### src/rtl/uart_pkg.sv
// Shared UART types and constants.
// Holds the TX-queue FSM state enum and the default data width.
package uart_pkg;

    localparam int UART_DATA_W = 8;

    typedef enum logic [1:0] {
        IDLE,
        LAUNCH,
        WAIT
    } txq_state_t;

endpackage

### src/rtl/uart_sync_fifo.sv
// Generic single-clock circular FIFO with registered occupancy.
// Ports: clk, rst (async high), wr_en/wr_data, rd_en/rd_data
// (rd_data shows the head entry), full, empty, level (0..DEPTH).
module uart_sync_fifo #(
    parameter int DEPTH  = 16,
    parameter int DATA_W = 8,
    localparam int AW    = $clog2(DEPTH),
    localparam int LW    = $clog2(DEPTH) + 1
) (
    input  logic              clk,
    input  logic              rst,
    input  logic              wr_en,
    input  logic [DATA_W-1:0] wr_data,
    input  logic              rd_en,
    output logic [DATA_W-1:0] rd_data,
    output logic              full,
    output logic              empty,
    output logic [LW-1:0]     level
);

    localparam logic [LW-1:0] FULL_LVL = LW'(DEPTH);

    logic [DATA_W-1:0] mem [DEPTH];
    logic [AW-1:0]     wr_ptr;
    logic [AW-1:0]     rd_ptr;
    logic              do_wr;
    logic              do_rd;

    // Writes into a full queue and reads from an empty one are ignored.
    assign do_wr   = wr_en && !full;
    assign do_rd   = rd_en && !empty;
    assign rd_data = mem[rd_ptr];

    // Flags follow the registered level, so they change one edge
    // after the access that moved it.
    assign full  = (level == FULL_LVL);
    assign empty = (level == '0);

    always_ff @(posedge clk) begin
        if (do_wr) begin
            mem[wr_ptr] <= wr_data;
        end
    end

    always_ff @(posedge clk or posedge rst) begin
        if (rst) begin
            wr_ptr <= '0;
            rd_ptr <= '0;
            level  <= '0;
        end else begin
            if (do_wr) begin
                wr_ptr <= wr_ptr + 1'b1;
            end
            if (do_rd) begin
                rd_ptr <= rd_ptr + 1'b1;
            end
            unique case ({do_wr, do_rd})
                2'b10:   level <= level + 1'b1;
                2'b01:   level <= level - 1'b1;
                default: level <= level;
            endcase
        end
    end

endmodule

### src/rtl/uart_tx_queue.sv
// Buffered UART transmit front-end: host bytes queue in a FIFO and are
// launched one per frame via tx_start/tx_data, gated by tx_done edges.
// Ports: clk, rst (async high), wr_en/wr_data (host), tx_en, tx_done,
// tx_start, tx_data, full, empty, level, busy.
// Optional macro UART_TXQ_OVF_EN adds ovf_clr (in) and sticky ovf (out).
module uart_tx_queue
    import uart_pkg::*;
#(
    parameter int DEPTH  = 16,
    parameter int DATA_W = UART_DATA_W,
    localparam int LW    = $clog2(DEPTH) + 1
) (
    input  logic              clk,
    input  logic              rst,
    input  logic              wr_en,
    input  logic [DATA_W-1:0] wr_data,
    input  logic              tx_en,
    input  logic              tx_done,
`ifdef UART_TXQ_OVF_EN
    input  logic              ovf_clr,
    output logic              ovf,
`endif
    output logic              tx_start,
    output logic [DATA_W-1:0] tx_data,
    output logic              full,
    output logic              empty,
    output logic [LW-1:0]     level,
    output logic              busy
);

    txq_state_t        state;
    txq_state_t        state_nx;
    logic              tx_done_q;
    logic              done_rise;
    logic              pop;
    logic [DATA_W-1:0] head;

    uart_sync_fifo #(
        .DEPTH  (DEPTH),
        .DATA_W (DATA_W)
    ) u_fifo (
        .clk     (clk),
        .rst     (rst),
        .wr_en   (wr_en),
        .wr_data (wr_data),
        .rd_en   (pop),
        .rd_data (head),
        .full    (full),
        .empty   (empty),
        .level   (level)
    );

    // Edge detect so a done level held from the last frame is not
    // taken as completion of the next one.
    assign done_rise = tx_done && !tx_done_q;

    always_comb begin
        state_nx = state;
        pop      = 1'b0;
        tx_start = 1'b0;
        busy     = 1'b0;
        unique case (state)
            IDLE: begin
                if (tx_en && !empty) begin
                    // Pop on the way into LAUNCH so tx_data is
                    // valid for the whole tx_start cycle.
                    pop      = 1'b1;
                    state_nx = LAUNCH;
                end
            end
            LAUNCH: begin
                tx_start = 1'b1;
                busy     = 1'b1;
                state_nx = WAIT;
            end
            WAIT: begin
                busy = 1'b1;
                if (done_rise) begin
                    state_nx = IDLE;
                end
            end
            default: state_nx = IDLE;
        endcase
    end

    always_ff @(posedge clk or posedge rst) begin
        if (rst) begin
            state     <= IDLE;
            tx_done_q <= 1'b0;
            tx_data   <= '0;
        end else begin
            state     <= state_nx;
            tx_done_q <= tx_done;
            if (pop) begin
                tx_data <= head;
            end
        end
    end

`ifdef UART_TXQ_OVF_EN
    // Sticky drop flag; a new drop wins over a same-cycle clear.
    always_ff @(posedge clk or posedge rst) begin
        if (rst) begin
            ovf <= 1'b0;
        end else if (wr_en && full) begin
            ovf <= 1'b1;
        end else if (ovf_clr) begin
            ovf <= 1'b0;
        end
    end
`endif

endmodule

### config.mk
export PLATFORM = sky130hd
export DESIGN_NAME = uart_tx_queue
export DESIGN_NICKNAME = d
export VERILOG_FILES = /design/src/rtl/uart_pkg.sv /design/src/rtl/uart_sync_fifo.sv /design/src/rtl/uart_tx_queue.sv
export SDC_FILE = /design/constraint.sdc
export NUM_CORES = 1
export LEC_CHECK = 0
export ABC_CLOCK_PERIOD_IN_PS = 4910
export CAP_MARGIN = 20
export CORE_MARGIN = 1
export CORE_UTILIZATION = 56
export CTS_CLUSTER_DIAMETER = 100
export DETAILED_ROUTE_END_ITERATION = 8
export GPL_TIMING_DRIVEN = 0
export PLACE_DENSITY = 0.75
export SLEW_MARGIN = 20
export SYNTH_ARGS = -nofsm -noshare
export SYNTH_HDL_FRONTEND = slang
export SYNTH_SLANG_ARGS = --single-unit
### constraint.sdc
create_clock -name clk -period 4.91 [get_ports clk]
set_clock_uncertainty 0.1 [all_clocks]
set_input_delay 0.982 -clock clk [delete_from_list [all_inputs] [get_ports clk]]
set_output_delay 0.982 -clock clk [all_outputs]
set_load 0.05 [all_outputs]
==> results of run 1 <==
## worst paths after layout
kind / startpoint / to / slack [ns]
worst min register to register: u_fifo.level[4]$_DFFE_PP0P_ / u_fifo.level[4]$_DFFE_PP0P_ / 0.44
worst max register to register: state[1]$_DFFE_PP0P_ / u_fifo.level[4]$_DFFE_PP0P_ / 1.36
worst max-delay path: tx_en / u_fifo.level[4]$_DFFE_PP0P_ / 1.08
worst min-delay path: u_fifo.level[4]$_DFFE_PP0P_ / u_fifo.level[4]$_DFFE_PP0P_ / 0.44
min in group asynchronous: rst / tx_data[3]$_DFFE_PP0N_ / 0.78
max in group asynchronous: rst / tx_data[2]$_DFFE_PP0N_ / 3.49
## logic make-up after synthesis
| kind of cell | Yosys count | share of synthesized area |
|---|---|---|
| buffers and inverters | 29 | 0.0226 |
| adders and majority gates | 14 | 0.0297 |
| AOI/OAI and AO/OA | 34 | 0.0318 |
| and+or+nand+nor | 43 | 0.0330 |
| xor gates and xnor gates | 10 | 0.0143 |
| DFF | 152 | 0.723 |
| muxes | 43 | 0.145 |
## layer usage
metal	wire, um	part of all wire
met5	0	0
met4	184	0.016
met1	4660	0.40
met2	6300	0.54
met3	610	0.052
## cell usage in the layout (no fill, tap or decap), types with 5 or more instances in the layout
cell	n
mux2_2	11
nor2_1	12
a21oi_1	11
mux4_2	19
nand2b_1	5
dfrtp_1	24
clkbuf_16	16
edfxtp_1	128
mux4_1	13
clkbuf_1	11
clkdlybuf4s50_1	29
nand2_1	13
inv_1	11
xnor2_1	7
ha_1	13
o21ai_0	5
o22ai_1	16
## per-stage QoR
step	hold slack (ns)	cells	util	cell area (um2)
floorplan	0.408	325	-	6140
global placement	0.408	490	0.631	6610
detailed placement	0.424	490	0.633	6630
CTS	0.436	521	0.690	7220
global route	0.458	521	0.690	7220
finish	0.438	521	0.690	7220
## worst max-delay path: cells and delay by family
family                     cells  cell delay, ns
buffers and inverters          3            1.11
AOI/OAI and AO/OA              2            0.38
adders and majority gates      2            0.74
and+or+nand+nor                4            0.76
xor gates and xnor gates       1            0.14
## power by group through the flow
stage | logic, mW | registers (mW) | clock network, mW
4_1_cts | 1.56 | 1.71 | 1.32
2_1_floorplan | 0.939 | 1.89 | 0
3_5_place_dp | 1.54 | 1.73 | 0
6_report | 1.54 | 1.71 | 1.31
5_1_grt | 1.66 | 1.73 | 1.38
3_3_place_gp | 1.49 | 1.72 | 0
## flip-flops by register name, summed over array words and instances, names as in the netlist
name / cells
u_fifo.level: 5
tx_data: 8
u_fifo.mem: 128
u_fifo.wr_ptr: 4
tx_done_q: 1
state: 2
u_fifo.rd_ptr: 4
## cell type report
cell class              count  area, um2  area share
well taps                 136        170      0.0236
clock buffers              20        425      0.0589
multi-input cells         144       1580       0.219
inverters                  12       45.0     0.00624
repair buffers             29        290      0.0402
clock inverters            11        173      0.0239
flip-flops and latches    152       4440       0.615
plain buffers              17       93.8      0.0130
==> flow_summary_export.csv, run 1 <==
group,metric,value,unit
place,routabilityCongestion,0.750,
setup_path,crit_type,"input port to flop",
floorplan,fp.dieArea,0.0114,mm2
setup_path,cp.arrival,4.12,ns
yosys,synth_nets,352,
floorplan,row_count,37,
detailed_routing,dr_total_vias,3083,
place,hpwlAfterDp,7440,um
clocking,cts_resized,0,
power_and_ir_drop,power-per-cell-area,632,mW/mm2
yosys,synth_common_cells,"edfxtp_1, dfrtp_1, mux4_2",
detailed_routing,drt_pass1_iterations,5,
global_routing,grt_pass1_vias,3209,
global_routing,grt_usage,0.231,
detailed_routing,route.detailed.drc,0,
global_routing,antenna_found_initial,0,
final_layout,fillers,687,
sta,fmax,261,MHz
min_path,worstHoldPathCells,1,
power_and_ir_drop,power_leakage,2.49,nW
power_and_ir_drop,power,4.56,mW
detailed_routing,routedWlPerCell,22.6,um
place,preCtsSetupSlack,0.598,ns
final_layout,fin_nets,400,
sta,fin_ws,1.08,ns
yosys,synth_edf_count,128,
sta,maxSlewHeadroom,0.368,
clocking,clock-sinks,152,
clocking,ctsLongestPathBuffers,2,
global_routing,use_met1,0.304,
power_and_ir_drop,power_frac_comb,0.338,
detailed_routing,drt-initial-drc-count,320,
clocking,cts_tree,"done",
global_routing,grt_max_degree,25,
outcome,status,"complete, no violations",
floorplan,die_y,107,um
global_routing,top_usage_layer,"met2",
clocking,hold_buffers,0,
clocking,insertion_delay,0.52,ns
sta,finalSetupViolations,0,
sta,fin_crit,3.83,ns
sta,tightest_slew,0.941,ns
power_and_ir_drop,peakVddDrop,0.486,mV
setup_path,required,5.20,ns
clocking,clkTransAtPathRegs,0.06,ns
min_path,holdCritPathClass,"flop to flop",
yosys,synth_cells,325,
yosys,synth_area_leaders,"edfxtp_1, dfrtp_1, mux4_2, mux4_1, ha_1",
global_routing,grtUsageMet3,0.0371,
detailed_routing,ant_nets,0,
yosys,synth_top_flop_cell,"edfxtp_1",
yosys,postSynthAreaPerCell,18.9,um2
power_and_ir_drop,seqPwrFrac,0.375,
yosys,synth_most_common_cell,"edfxtp_1",
sta,drv_slew,0,
clocking,cts_buffers,17,
floorplan,pin_count,30,
global_routing,gr-usage-met2,0.394,
global_routing,overflow,0,
floorplan,initial_utilization,0.587,
power_and_ir_drop,switching_share,0.325,
floorplan,core,0.0105,mm2
run,maxCapViolations,0,
clocking,htreeDepth,4,
setup_path,critPathCaptureType,"flop",
detailed_routing,routed_via_density,5.92,
final_layout,area_growth,17.6,%
place,io_buffers,29,
setup_path,critical_path.cell_chain,"clkdlybuf4s50_1 > nand2_1 > a21oi_1 > clkbuf_1 > ha_1 > inv_1 > fa_1 > nor2b_1 > o21ai_0 > nand3_1 > or3b_2 > xnor2_1",
final_layout,antenna_cells,0,
power_and_ir_drop,netSwitchingPower,1.48,mW
clocking,cts_setup_buffers,0,
power_and_ir_drop,internal_power,3.08,mW
yosys,synth_top_area_frac,0.626,
floorplan,die_w,107,um
yosys,synth.distinct_cells,31,
yosys,ys_seq_area_frac,0.723,
power_and_ir_drop,clkPwrFrac,0.287,
yosys,synth-seq-cells,152,
sta,fin_tns_setup,0,ns
sta,period_share,0.779,
clocking,cts_root_buf,"clkbuf_8",
yosys,syn_area,0.00614,mm2
sta,hold_viol,0,
yosys,synth-async-reset-ratio,0.158,
yosys,synth-warning-count,0,
sta,rsz0062_at_grt,"false",
setup_path,reg2reg_depth,13,
detailed_routing,wl,11800,um
yosys,yosysTopAreaCell,"edfxtp_1",
global_routing,grt_pass1_wl,18200,um
setup_path,crit_fanout,10,
setup_path,startpoint_type,"input port",
setup_path,crit_slowest_cell,"clkbuf_1",
final_layout,drive_gt1_frac,0.182,
setup_path,max_stage_delay,0.50,ns
No activity file was read; power rests on OpenSTA's default activity.
==> inputs of run 2 (changes only) <==
--- a/config.mk
+++ b/config.mk
@@ -5,14 +5,14 @@
 export SDC_FILE = /design/constraint.sdc
 export NUM_CORES = 1
 export LEC_CHECK = 0
-export ABC_CLOCK_PERIOD_IN_PS = 4910
+export ABC_CLOCK_PERIOD_IN_PS = 3500
 export CAP_MARGIN = 20
 export CORE_MARGIN = 1
-export CORE_UTILIZATION = 56
+export CORE_UTILIZATION = 54
 export CTS_CLUSTER_DIAMETER = 100
 export DETAILED_ROUTE_END_ITERATION = 8
 export GPL_TIMING_DRIVEN = 0
-export PLACE_DENSITY = 0.75
+export PLACE_DENSITY = 0.76
 export SLEW_MARGIN = 20
 export SYNTH_ARGS = -nofsm -noshare
 export SYNTH_HDL_FRONTEND = slang
==> constraint.sdc (replaced) <==
create_clock -name clk -period 3.5 [get_ports clk]
set_clock_uncertainty 0.1 [all_clocks]
set_input_delay 0.7 -clock clk [delete_from_list [all_inputs] [get_ports clk]]
set_output_delay 0.7 -clock clk [all_outputs]
set_load 0.05 [all_outputs]
==> run 2 against run 1 <==
Total power rose by 36%. Register-to-register slack lost 1.1 ns. Via count increased by 1.8%. Clock-buffer cell count rose by 3. Design area fell by 0.69%. Combinational power up 41%. Cell count increased by 1.2%. Die area increased by 3.6%. Sequential share of layout area is 0.43 points higher. Routed wire length shrank 0.20%.
==> flow_summary_export.csv, run 2 (same netlist as run 1, synthesis figures left out) <==
group,metric,value,unit
clocking,insertion_delay,0.42,ns
sta,fin_crit,3.30,ns
final_layout,antenna_cells,0,
place,dpl_cell_area,0.00664,mm2
final_layout,area_growth,16.7,%
detailed_routing,wl,11700,um
detailed_routing,ant_nets,0,
final_layout,final_cells,527,
sta,period_share,0.942,
clocking,cts_root_buf,"clkbuf_16",
global_routing,grt_usage,0.220,
detailed_routing,drt-initial-drc-count,299,
final_layout,design_area,0.00717,mm2
place,dp_cells,495,
floorplan,fp.dieArea,0.0118,mm2
sta,maxSlewHeadroom,0.360,
final_layout,top_register,"u_fifo.mem",
setup_path,critPathCaptureType,"flop",
power_and_ir_drop,netSwitchingPower,2.07,mW
power_and_ir_drop,clkPwrFrac,0.263,
power_and_ir_drop,power_leakage,2.46,nW
floorplan,initial_utilization,0.559,
setup_path,required,3.70,ns
power_and_ir_drop,power-per-cell-area,865,mW/mm2
place,io_buffers,29,
sta,drv_slew,0,
clocking,hold_buffers,0,
global_routing,grt_max_degree,25,
global_routing,overflow,0,
final_layout,final_common_cell,"edfxtp_1",
power_and_ir_drop,power_frac_comb,0.350,
clocking,clkTransAtPathRegs,0.06,ns
detailed_routing,routedWlPerCell,22.3,um
final_layout,drive_gt1_frac,0.178,
clocking,htreeDepth,4,
final_layout,final_util,0.653,
setup_path,startpoint_type,"input port",
final_layout,final_cell_mix,"edfxtp_1, clkdlybuf4s50_1, dfrtp_1, mux4_2, clkbuf_16",
place,hpwlAfterDp,7450,um
final_layout,fin_nets,401,
global_routing,grt_pass1_wl,17600,um
place,preCtsSetupSlack,-0.477,ns
final_layout,top_regs,"u_fifo.mem (128), tx_data (8), u_fifo.level (5)",
power_and_ir_drop,peakVddDrop,0.567,mV
detailed_routing,dr_total_vias,3138,
clocking,cts_tree,"done",
sta,finalSetupViolations,0,
floorplan,die_w,109,um
detailed_routing,drt_pass1_iterations,5,
sta,hold_viol,0,
clocking,cts_setup_buffers,0,
setup_path,cp.arrival,3.50,ns
global_routing,antenna_found_initial,0,
clocking,cts_buffers,17,
power_and_ir_drop,internal_power,4.14,mW
detailed_routing,routed_via_density,5.95,
global_routing,grt_pass1_vias,3107,
floorplan,row_count,38,
power_and_ir_drop,power,6.20,mW
sta,fmax,303,MHz
clocking,ctsLongestPathBuffers,2,
setup_path,crit_fanout,10,
outcome,status,"complete, no violations",
floorplan,die_y,109,um
power_and_ir_drop,switching_share,0.333,
detailed_routing,route.detailed.drc,0,
final_layout,fillers,743,
power_and_ir_drop,seqPwrFrac,0.387,
sta,fin_ws,0.202,ns
clocking,clock-sinks,152,
run,maxCapViolations,0,
setup_path,crit_type,"input port to flop",
clocking,cts_resized,1,
place,routabilityCongestion,0.782,
min_path,holdCritPathClass,"flop to flop",
floorplan,pin_count,30,
sta,tightest_slew,0.956,ns
final_layout,largest_register_ffs,128,
floorplan,core,0.0110,mm2
[run 2: final timing paths]
path | from | endpoint | slack [ns] | cells past startpoint
max | tx_en | u_fifo.level[4]$_DFFE_PP0P_ | 0.20 | 12
min | u_fifo.level[4]$_DFFE_PP0P_ | u_fifo.level[4]$_DFFE_PP0P_ | 0.41 | 1
max reg2reg | state[0]$_DFFE_PP0P_ | u_fifo.level[4]$_DFFE_PP0P_ | 0.27 | 13
min reg2reg | u_fifo.level[4]$_DFFE_PP0P_ | u_fifo.level[4]$_DFFE_PP0P_ | 0.41 | 1
max in group asynchronous | rst | tx_data[5]$_DFFE_PP0N_ | 2.02 | 2
min in group asynchronous | rst | u_fifo.level[3]$_DFFE_PP0P_ | 0.70 | 2
[run 2: metrics by stage]
step                       TNS [ns]  hold slack [ns]
after global routing      -0.000210            0.435
after CTS                         0            0.414
final                             0            0.412
after global placement       -0.415            0.408
after detailed placement     -0.477            0.406
after floorplan                   0            0.408
[run 2: worst max-delay path, stage by stage]
cell and delay (ns):
clkdlybuf4s50_1 0.47, nand2_1 0.05, a21oi_1 0.29, clkbuf_4 0.32
ha_1 0.25, inv_1 0.11, fa_1 0.41, nor2b_1 0.12
o21ai_0 0.10, nand3_1 0.09, or3b_2 0.45, xnor2_1 0.13
[run 2: metal layers]
layer,wire [um],up-vias,track usage,share of wire
li1,-,1390,-,-
met1,4900,1597,0.291,0.42
met2,5770,130,0.344,0.49
met3,811,21,0.0574,0.069
met4,255,0,0.102,0.022
met5,0,-,0,0
[run 2: power groups by stage]
stage | clock (mW) | sequential [mW] | combinational [mW]
after floorplan | 0 | 2.65 | 1.32
after global placement | 0 | 2.42 | 2.11
after detailed placement | 0 | 2.43 | 2.18
after CTS | 1.65 | 2.40 | 2.19
after global routing | 1.73 | 2.42 | 2.33
final | 1.63 | 2.40 | 2.17
[run 2: layout make-up]
cell class	instances	area (um2)	area share
sequential	152	4440	0.620
multi-input combinational	144	1590	0.221
clock buffer	23	448	0.0624
timing repair buffer	30	298	0.0415
tap	140	175	0.0244
buffer	17	97.6	0.0136
clock inverter	9	77.6	0.0108
inverter	12	45.0	0.00628
==> variant: new RTL, settings of run 2 <==
Register the output `level`; this adds one clock of latency there. The other outputs are not delayed to match. Comments in the files are not updated.
--- a/src/rtl/uart_tx_queue.sv
+++ b/src/rtl/uart_tx_queue.sv
@@ -28,6 +28,8 @@
     output logic              busy
 );
 
+    logic [LW-1:0] level_d;
+
     txq_state_t        state;
     txq_state_t        state_nx;
     logic              tx_done_q;
@@ -47,7 +49,7 @@
         .rd_data (head),
         .full    (full),
         .empty   (empty),
-        .level   (level)
+        .level   (level_d)
     );
 
     // Edge detect so a done level held from the last frame is not
@@ -110,5 +112,9 @@
     end
 `endif
 
+    always_ff @(posedge clk) begin
+        level <= level_d;
+    end
+
 endmodule
 
Check against the original RTL: not equivalent (a bounded check fails within 4 cycles, from zero or initial values and one cycle with rst high).
==> variant against run 2 <==
  * Total power grew 3.1%
  * Utilization grew 0.94 points
  * Final area grew 1.9%
  * Setup slack gained 81 ps
  * Synthesized cell count grew 1.2%
  * Wire length shrank 0.69%
  * Via count grew 0.61%
  * Area after synthesis grew 1.6%
  * Critical path depth grew 1
  * Sequential cell count grew 5
  * Non-clock buffer count shrank 1
  * Count of clock-buffer cells in the layout grew 2
  * Largest power group unchanged
==> variant: results (changes against run 2) <==
CP Data Arrival Time: 3420 ps (was 3500 ps)
Crit-path max FO: 9 (was 10)
Top sig layer: met4 (unchanged)
Post-Route WL: 11700 µm (about the same)
Longest Clk Path Bufs: 2 (unchanged)
Top cells by count, synth: edfxtp_1, dfrtp_1, mux4_2 (unchanged)
Crit path launch: u_fifo.level[0]$_DFFE_PP0P_ (was tx_en)
Largest regs: u_fifo.mem: 128 flops, tx_data: 8 flops (was u_fifo.mem: 128 flops, tx_data: 8 flops, u_fifo.level: 5 flops)
TritonCTS buffer count: 17 (unchanged)
Setup TNS Final: 0 ps (unchanged)
VDD IR max: 0.000663 V (was 0.000567 V)
Post-CTS resize count: 1 (unchanged)
Dpl hpwl: 7270 µm (was 7450 µm)
Met2 WL post-DR: 6010 µm (was 5770 µm)
# nets final: 404 (was 401)
Root Driver: clkbuf_16 (unchanged)
Hold Path End: level[4]$_DFF_P_ (was u_fifo.level[4]$_DFFE_PP0P_)
# diodes: 0 (unchanged)
Register area share after synthesis: 0.728 (was 0.723)
Later-pin clock latency in the skew report: 420 ps (about the same)
Worst R2R Path Depth: 13 (unchanged)
Metal3 WL: 799 µm (was 811 µm)
FFs w/ async S/R, synth: 0.153 (was 0.158)
Clk slew on worst S/H paths: 60 ps (about the same)
GR Util met2: 0.359 (was 0.344)
Crit Path Category: reg2reg (was in2reg)
Largest net degree at the start of global routing: 25 (unchanged)
Switch share: 0.330 (was 0.333)
Crit share post-route: 0.919 (was 0.942)
Pre-CTS setup slack: -457 ps (was -477 ps)
Met1 wire length: 4710 µm (was 4900 µm)
Min-delay src: u_fifo.level[4]$_DFFE_PP0P_ (unchanged)
Post CTS Setup Buffer Count: 0 (unchanged)
M1 GR Usage: 0.287 (was 0.291)
DRT iter0 DRCs: 196 (was 299)
EDFF count, synth: 128 (unchanged)
# H-tree levels: 4 (unchanged)
Static Leak: 0.00252 µW (was 0.00246 µW)
First-pass GRT wire length: 18200 µm (was 17600 µm)
Proportion of layout cells with a drive suffix above 1: 0.182 (was 0.178)
Worst Hold Class: reg2reg (unchanged)
Met3 usage: 0.0735 (was 0.0574)
Initial antenna violation count: 0 (unchanged)
Fill cells: 723 (was 743)
Synth warn: 0 (unchanged)
Rel. slew slack: 0.349 (was 0.360)
Net count after synthesis: 356 (was 352)
DR vias: 3157 (was 3138)
Total GRT Usage: 0.224 (was 0.220)
Synth cell types: 33 (was 31)
IO Port Bufs: 29 (unchanged)
R2R Path End: u_fifo.level[4]$_DFFE_PP0P_ (unchanged)
Synth top area cells: edfxtp_1, dfrtp_1, mux4_2, mux4_1, ha_1 (unchanged)
Hold depth: 0 (was 1)
Reg2reg start: u_fifo.level[0]$_DFFE_PP0P_ (was state[0]$_DFFE_PP0P_)
Pre-antenna DRT Iters: 4 (was 5)
GPL Wtd Cong: 0.767 (was 0.782)
Final hold slack: 338 ps (was 412 ps)
Number of global-route vias before repair: 3335 (was 3107)
Status: complete, no violations (unchanged)
==> variant: changes by cell type in the layout (fill, tap and decap cells not counted), sizes merged <==
cell      delta
buf          -1
clkbuf       +2
clkinv       -4
clkinvlp     -1
dfxtp        +5
inv          +3
mux2i        +1
nand2        -1
o21ai        -1
==> variant: worst max-delay path, cell delays in order (launching register included) <==
cell	delay (ps)
dfrtp_1	450
nor4_4	390
nand2_1	110
and2_1	170
buf_2	180
inv_1	70
ha_1	230
inv_1	110
fa_1	400
nor2b_1	110
o21ai_0	100
nand3_1	100
or3b_2	450
xnor2_1	130
==> variant: per-stage QoR <==
| step | instance area, µm² | utilization | cells |
|---|---|---|---|
| after global routing | 7310 | 0.663 | 530 |
| after floorplan | 6240 | - | 329 |
| final | 7310 | 0.663 | 530 |
| after detailed placement | 6730 | 0.610 | 498 |
| after CTS | 7290 | 0.661 | 530 |
| after global placement | 6710 | 0.608 | 498 |
==> variant: logic make-up (layout without fill, tap and decap cells) <==
kind of cell               count (synthesis)  after routing  share of synthesized area
adders and majority gates                 14             14                     0.0293
AOI/OAI and AO/OA                         33             33                     0.0305
muxes                                     44             44                      0.145
buffers and inverters                     29             90                     0.0220
xor gates and xnor gates                  10             10                     0.0140
and+or+nand+nor                           42             42                     0.0319
DFF                                      157            157                      0.728
==> variant: power by group through the flow <==
stage	Combinational, µW	Sequential, µW	Clock, µW
4_1_cts	2170	2500	1750
2_1_floorplan	1320	2740	0
6_report	2160	2510	1730
5_1_grt	2330	2540	1830
3_5_place_dp	2160	2530	0
3_3_place_gp	2090	2510	0
==> variant: cell type report <==
type	instances	share of cell area
multi-input cells	143	0.219
inverters	12	0.00616
clock inverters	7	0.0110
clock buffers	25	0.0651
well taps	140	0.0240
repair buffers	29	0.0397
plain buffers	17	0.0132
flip-flops and latches	157	0.622
